**config.mk**
```make
export PLATFORM = sky130hd
export DESIGN_NAME = regfile_wb_arbiter_flat
export DESIGN_NICKNAME = d
export VERILOG_FILES = /design/src/rtl/wb_pkg.sv /design/src/rtl/regfile_wb_arbiter_if.sv /design/src/rtl/rr_arbiter.sv /design/src/rtl/regfile_wb_arbiter.sv /design/src/flat_wrapper.sv
export SDC_FILE = /design/constraint.sdc
export NUM_CORES = 1
export LEC_CHECK = 0
export ABC_AREA = 1
export CAP_MARGIN = 40
export CORE_MARGIN = 5
export CORE_UTILIZATION = 36
export DETAILED_ROUTE_END_ITERATION = 6
export PLACE_DENSITY = 0.83
export SLEW_MARGIN = 20
export SYNTH_ARGS = -nofsm -noshare
export SYNTH_HDL_FRONTEND = slang
export SYNTH_SLANG_ARGS = --single-unit
```
**constraint.sdc**
```tcl
create_clock -name clk -period 2.3 [get_ports clk]
set_input_delay 0.345 -clock clk [delete_from_list [all_inputs] [get_ports clk]]
set_output_delay 0.345 -clock clk [all_outputs]
set_load 0.05 [all_outputs]
```
**src/rtl/wb_pkg.sv**
```systemverilog
// wb_pkg: shared constants and helpers for the register-file write-back arbiter.
//   REG_ZERO      - address of the hard-wired zero register (never written)
//   NREQ_DEF/AW_DEF/DW_DEF - default requester count, address width, data width
//   GIDW          - width of the grant_id output
//   get_slice()   - extract field idx (width w) from a packed vector
package wb_pkg;

  localparam int NREQ_DEF = 3;
  localparam int AW_DEF   = 5;
  localparam int DW_DEF   = 32;
  localparam int REG_ZERO = 0;
  localparam int GIDW     = 3;

  // get_slice works on a fixed-width carrier so one function serves both the
  // address and data buses; callers widen the bus and truncate the result.
  localparam int SLICE_VW   = 512;
  localparam int SLICE_MAXW = 256;

  function automatic logic [SLICE_MAXW-1:0] get_slice(
    input logic [SLICE_VW-1:0] vec,
    input int unsigned         idx,
    input int unsigned         w
  );
    logic [SLICE_VW-1:0]   shifted;
    logic [SLICE_MAXW-1:0] mask;
    shifted   = vec >> (idx * w);
    mask      = (SLICE_MAXW'(1) << w) - SLICE_MAXW'(1);
    get_slice = SLICE_MAXW'(shifted) & mask;
  endfunction

endpackage

```
**src/rtl/regfile_wb_arbiter_if.sv**
```systemverilog
// regfile_wb_arbiter_if: write-back bus between the producers and the arbiter,
// plus the arbiter's register-file write port.
//   req_valid/req_addr/req_data - per-requester write requests (packed)
//   req_ready                   - per-requester accept (one-hot or zero)
//   WE/WA/WD                    - registered register-file write port
//   grant_id                    - requester index issued on WE
//   busy                        - OR of req_valid
// master: requester/register-file side, slave: arbiter side.
interface regfile_wb_arbiter_if
  import wb_pkg::*;
#(
  parameter int NREQ = NREQ_DEF,
  parameter int AW   = AW_DEF,
  parameter int DW   = DW_DEF
) ();

  logic [NREQ-1:0]    req_valid;
  logic [NREQ*AW-1:0] req_addr;
  logic [NREQ*DW-1:0] req_data;
  logic [NREQ-1:0]    req_ready;
  logic               WE;
  logic [AW-1:0]      WA;
  logic [DW-1:0]      WD;
  logic [GIDW-1:0]    grant_id;
  logic               busy;

  modport master (
    output req_valid, req_addr, req_data,
    input  req_ready, WE, WA, WD, grant_id, busy
  );

  modport slave (
    input  req_valid, req_addr, req_data,
    output req_ready, WE, WA, WD, grant_id, busy
  );

endinterface

```
**src/rtl/rr_arbiter.sv**
```systemverilog
// rr_arbiter: combinational round-robin arbiter.
//   req_i       - request vector
//   last_i      - index granted most recently (priority pointer)
//   grant_o     - one-hot grant, zero when no request
//   grant_idx_o - index of the granted requester (0 when no request)
// The search starts at last_i+1 and wraps mod N, so last_i has lowest priority.
module rr_arbiter #(
  parameter int N  = 3,
  parameter int LW = (N > 1) ? $clog2(N) : 1
) (
  input  logic [N-1:0]  req_i,
  input  logic [LW-1:0] last_i,
  output logic [N-1:0]  grant_o,
  output logic [LW-1:0] grant_idx_o
);

  int   idx;
  logic found;

  always_comb begin
    grant_o     = '0;
    grant_idx_o = '0;
    found       = 1'b0;
    idx         = 0;
    for (int k = 1; k <= N; k++) begin
      idx = (int'(last_i) + k) % N;
      if (!found && req_i[idx]) begin
        found        = 1'b1;
        grant_o[idx] = 1'b1;
        grant_idx_o  = LW'(idx);
      end
    end
  end

endmodule

```
**src/rtl/regfile_wb_arbiter.sv**
```systemverilog
// regfile_wb_arbiter: shares the register file's single write port between
// NREQ write-back producers with round-robin arbitration.
//   clk  - clock, rising-edge
//   rst  - asynchronous active-high reset
//   bus  - slave side of regfile_wb_arbiter_if (requests in, ready and the
//          registered WE/WA/WD/grant_id out, combinational busy)
// The accepted write is registered and issued one cycle after the handshake.
// Writes addressed to register 0 are accepted (ready, pointer advances) but
// never raise WE, so $zero stays 0.
module regfile_wb_arbiter
  import wb_pkg::*;
#(
  parameter int NREQ = NREQ_DEF,
  parameter int AW   = AW_DEF,
  parameter int DW   = DW_DEF
) (
  input logic                 clk,
  input logic                 rst,
  regfile_wb_arbiter_if.slave bus
);

  localparam int LW = (NREQ > 1) ? $clog2(NREQ) : 1;

  logic [NREQ-1:0] grant;
  logic [LW-1:0]   grant_idx;
  logic            xfer;
  logic [AW-1:0]   win_addr;
  logic [DW-1:0]   win_data;

  logic [LW-1:0]   last_q, last_d;
  logic            we_q, we_d;
  logic [AW-1:0]   wa_q, wa_d;
  logic [DW-1:0]   wd_q, wd_d;
  logic [GIDW-1:0] gid_q, gid_d;

  rr_arbiter #(.N(NREQ), .LW(LW)) u_rr (
    .req_i       (bus.req_valid),
    .last_i      (last_q),
    .grant_o     (grant),
    .grant_idx_o (grant_idx)
  );

  // Ready is the grant itself; a transfer happens whenever anyone is granted.
  assign xfer     = |grant;
  assign win_addr = AW'(get_slice(SLICE_VW'(bus.req_addr), 32'(grant_idx), AW));
  assign win_data = DW'(get_slice(SLICE_VW'(bus.req_data), 32'(grant_idx), DW));

  always_comb begin
    last_d = last_q;
    we_d   = 1'b0;
    wa_d   = wa_q;
    wd_d   = wd_q;
    gid_d  = gid_q;
    if (xfer) begin
      last_d = grant_idx;
      if (win_addr != AW'(REG_ZERO)) begin
        we_d  = 1'b1;
        wa_d  = win_addr;
        wd_d  = win_data;
        gid_d = GIDW'(grant_idx);
      end
    end
  end

  always_ff @(posedge clk or posedge rst) begin
    if (rst) begin
      last_q <= LW'(NREQ - 1);
      we_q   <= 1'b0;
      wa_q   <= '0;
      wd_q   <= '0;
      gid_q  <= '0;
    end else begin
      last_q <= last_d;
      we_q   <= we_d;
      wa_q   <= wa_d;
      wd_q   <= wd_d;
      gid_q  <= gid_d;
    end
  end

  assign bus.req_ready = grant;
  assign bus.WE        = we_q;
  assign bus.WA        = wa_q;
  assign bus.WD        = wd_q;
  assign bus.grant_id  = gid_q;
  assign bus.busy      = |bus.req_valid;

endmodule

```
**src/flat_wrapper.sv**
```systemverilog
// flat-port wrapper written by rule: the top's interface ports become plain ports
module regfile_wb_arbiter_flat import wb_pkg::*;
#(
  parameter int NREQ = NREQ_DEF,
  parameter int AW   = AW_DEF,
  parameter int DW   = DW_DEF
)
  (clk, rst, bus_req_valid, bus_req_addr, bus_req_data, bus_req_ready, bus_WE, bus_WA, bus_WD, bus_grant_id, bus_busy);
  regfile_wb_arbiter_if #(.NREQ(NREQ), .AW(AW), .DW(DW)) bus_i ();
  input logic clk;
  input logic rst;
  input wire logic [$bits(bus_i.req_valid)-1:0] bus_req_valid;
  input wire logic [$bits(bus_i.req_addr)-1:0] bus_req_addr;
  input wire logic [$bits(bus_i.req_data)-1:0] bus_req_data;
  output wire logic [$bits(bus_i.req_ready)-1:0] bus_req_ready;
  output wire logic [$bits(bus_i.WE)-1:0] bus_WE;
  output wire logic [$bits(bus_i.WA)-1:0] bus_WA;
  output wire logic [$bits(bus_i.WD)-1:0] bus_WD;
  output wire logic [$bits(bus_i.grant_id)-1:0] bus_grant_id;
  output wire logic [$bits(bus_i.busy)-1:0] bus_busy;
  assign bus_i.req_valid = bus_req_valid;
  assign bus_i.req_addr = bus_req_addr;
  assign bus_i.req_data = bus_req_data;
  assign bus_req_ready = bus_i.req_ready;
  assign bus_WE = bus_i.WE;
  assign bus_WA = bus_i.WA;
  assign bus_WD = bus_i.WD;
  assign bus_grant_id = bus_i.grant_id;
  assign bus_busy = bus_i.busy;
  regfile_wb_arbiter #(.NREQ(NREQ), .AW(AW), .DW(DW)) u_core (.clk(clk), .rst(rst), .bus(bus_i));
endmodule
```
==> results.py <==
metrics = {
    "die": {
        "start_util_pct": 37.47,
        "die_h_um": 100.1,
        "pin_count": 161,
        "die-area_sq_um": 10030,
        "fp-row-count": 32,
        "die_w_um": 100.1,
        "coreArea_sq_um": 7807,
    },
    "worst_setup_path": {
        "crit_type": "register to register",
        "startpoint_type": "register",
        "worstSetupEndpointType": "register",
        "worst-path-max-fanout": 7,
        "required_ps": 2540,
        "worstPathArrival_ps": 2840,
    },
    "final_layout": {
        "layout_common_cells": "clkdlybuf4s50_1 (155), nand2_1 (129), nand3_2 (41), dfrtp_1 (41)",
        "syn_to_final_growth_pct": 96.15,
        "layout_commonest_cell": "clkdlybuf4s50_1",
        "n_antenna_cell": 0,
        "nNetsFinal": 733,
        "drive_above_1_share_pct": 27.90,
    },
    "routing": {
        "drt_pass1_iterations": 5,
        "vias": 3782,
        "wirelength_um": 12340,
        "route.detailed.drc": 0,
        "ant_nets": 0,
        "drtIter0Drc": 154,
        "post_drt_wl_per_cell_um": 17.26,
        "drt-vias-per-instance": 5.290,
    },
    "timing": {
        "slew_headroom_pct": 61.59,
        "worst_slack_ps": -302.3,
        "fmax_ghz": 0.3843,
        "setup_viol": 44,
        "rsz0062_at_grt": "true",
        "maxSlewViolCount": 0,
        "post-route-period-util_pct": 113.1,
        "fin_crit_ps": 2602,
        "finalHoldViolations": 0,
        "max_slew.worst_pin.slew_ps": 574.3,
        "clock_skew_ps": 7.784,
        "whs_ps": 475.0,
    },
    "cts": {
        "cts_tree": "yes",
        "cts_max_path_buffers": 2,
        "cts_inserted_buffers": 5,
        "clockRootBuffer": "clkbuf_8",
        "path_clk_slew_ps": 90,
        "clkSinkCount": 42,
        "clock_latency_ps": 290,
        "htree_num_levels": 2,
    },
    "place": {
        "io_buffers": 159,
        "dp_hpwl_um": 8238,
        "place.gp.congestion": 0.8702,
        "dpl_worst_slack_ps": -353.2,
    },
    "yosys": {
        "synth_edf_count": 0,
        "syn_inst": 425,
        "synth.distinct_cells": 29,
        "synth_nets": 545,
        "ys_warn_count": 0,
        "ys_seq_elements": 42,
        "syn_area_per_cell_sq_um": 6.883,
        "ys_async_sr_fraction_pct": 100.0,
        "seq_area_frac_synth_pct": 35.97,
        "synth_ff_type": "dfrtp_1",
        "synthesis.area_sq_um": 2925,
    },
    "global_route": {
        "grt_use_total_pct": 20.55,
        "grt-ovfl-total": 0,
        "grt_antenna_before_repair": 0,
        "grt_pass1_wl_um": 16950,
        "grt_pass1_vias": 3696,
        "grt_max_degree": 43,
    },
    "run_status": {
        "failed_checks": "setup timing",
        "outcome": "finished, violations left",
    },
    "job": {
        "maxCapViolCount": 0,
    },
    "worst_hold_path": {
        "hold_class": "register to register",
    },
}
==> per-layer routing <==
metal | vias to the layer above | global-route usage (%) | wire length (um)
met5 | - | 0 | 0
met4 | 0 | 4.870 | 277
met3 | 26 | 5.351 | 877
met2 | 158 | 37.67 | 6505
met1 | 1812 | 23.76 | 4680
li1 | 1786 | - | -
==> flip-flops by register name (all words and copies together) (netlist names) <==
register,flops
u_core.bus.WA,5
u_core.bus.WD,32
u_core.bus.WE,1
u_core.bus.grant_id,2
u_core.last_q,2
==> kinds of logic after synthesis <==
group | share of synthesized area, %
AOI/OAI and AO/OA | 15.23
adders and majority gates | 1.711
buffers and inverters | 8.896
DFF | 35.97
other | 0.1282
and+or+nand+nor | 38.07
==> synthesized netlist by cell type (3+ instances only) <==
master    instances  area, sq um
o21ai_0           3        15.01
buf_4             6        45.04
buf_1             3        11.26
clkbuf_1         11        41.29
nand3_1          61        305.3
nand2_4           3        33.78
o31ai_1          32        240.2
ha_1              4        50.05
buf_6             6        67.56
nor2_1           33        123.9
dfrtp_1          41         1026
buf_2             4        20.02
a21oi_1          32        160.2
inv_2             8        30.03
nand2_1         149        559.3
inv_1            12        45.04
==> path summary, 6_finish.rpt <==
check | start | to | slack [ps] | cells after the start
max | u_core.last_q[1] | u_core.bus.WD[22] | -300 | 15
min | u_core.bus.WD[2] | u_core.bus.WD[2] | 470 | 2
max reg2reg | u_core.last_q[1] | u_core.bus.WD[22] | -300 | 15
min reg2reg | u_core.bus.WD[2] | u_core.bus.WD[2] | 470 | 2
max in group asynchronous | rst | u_core.last_q[1] | 1400 | 3
min in group asynchronous | rst | u_core.bus.WD[31] | 520 | 3
==> worst max-delay path, cell delays in order, from the launching register on <==
cell	delay, ps
dfstp_2	610
ha_4	250
inv_4	90
nand3_2	80
nand2_2	120
nand2_1	80
or2_1	260
nand2_4	150
nand3_1	110
nand2_2	100
nand3_2	100
o21bai_4	180
buf_12	150
buf_12	120
nand2_1	70
nand2_2	80
==> final cells by class <==
class	count	area (sq um)
clock buffer	6	82.58
clock inverter	1	30.03
fill	590	2069
inverter	20	87.58
multi-input combinational	333	2122
sequential	42	1052
tap	102	127.6
timing repair buffer	211	2236
==> repair_timing <==
item	CTS	global route
pin swaps	7	37
endpoints found under the setup margin	44	44
cloned	0	8
resized for setup	21	81
setup buffers	1	6
hold buffers	0	0
==> stage by stage <==
| stage | cells | setup TNS [ps] | cell area [sq um] | utilization (%) |
|---|---|---|---|---|
| 2_1_floorplan | 425 | -1504 | 3000 | - |
| 3_3_place_gp | 693 | -9743 | 4922 | 63.04 |
| 3_5_place_dp | 693 | -13070 | 4922 | 63.04 |
| 4_1_cts | 701 | -6481 | 5125 | 65.64 |
| 5_1_grt | 715 | -17060 | 5738 | 73.49 |
| 6_report | 715 | -11920 | 5738 | 73.49 |
Power is left out: the tool's default activity adds up to more than one toggle a clock period on the data nets, which glitch-free logic cannot reach.
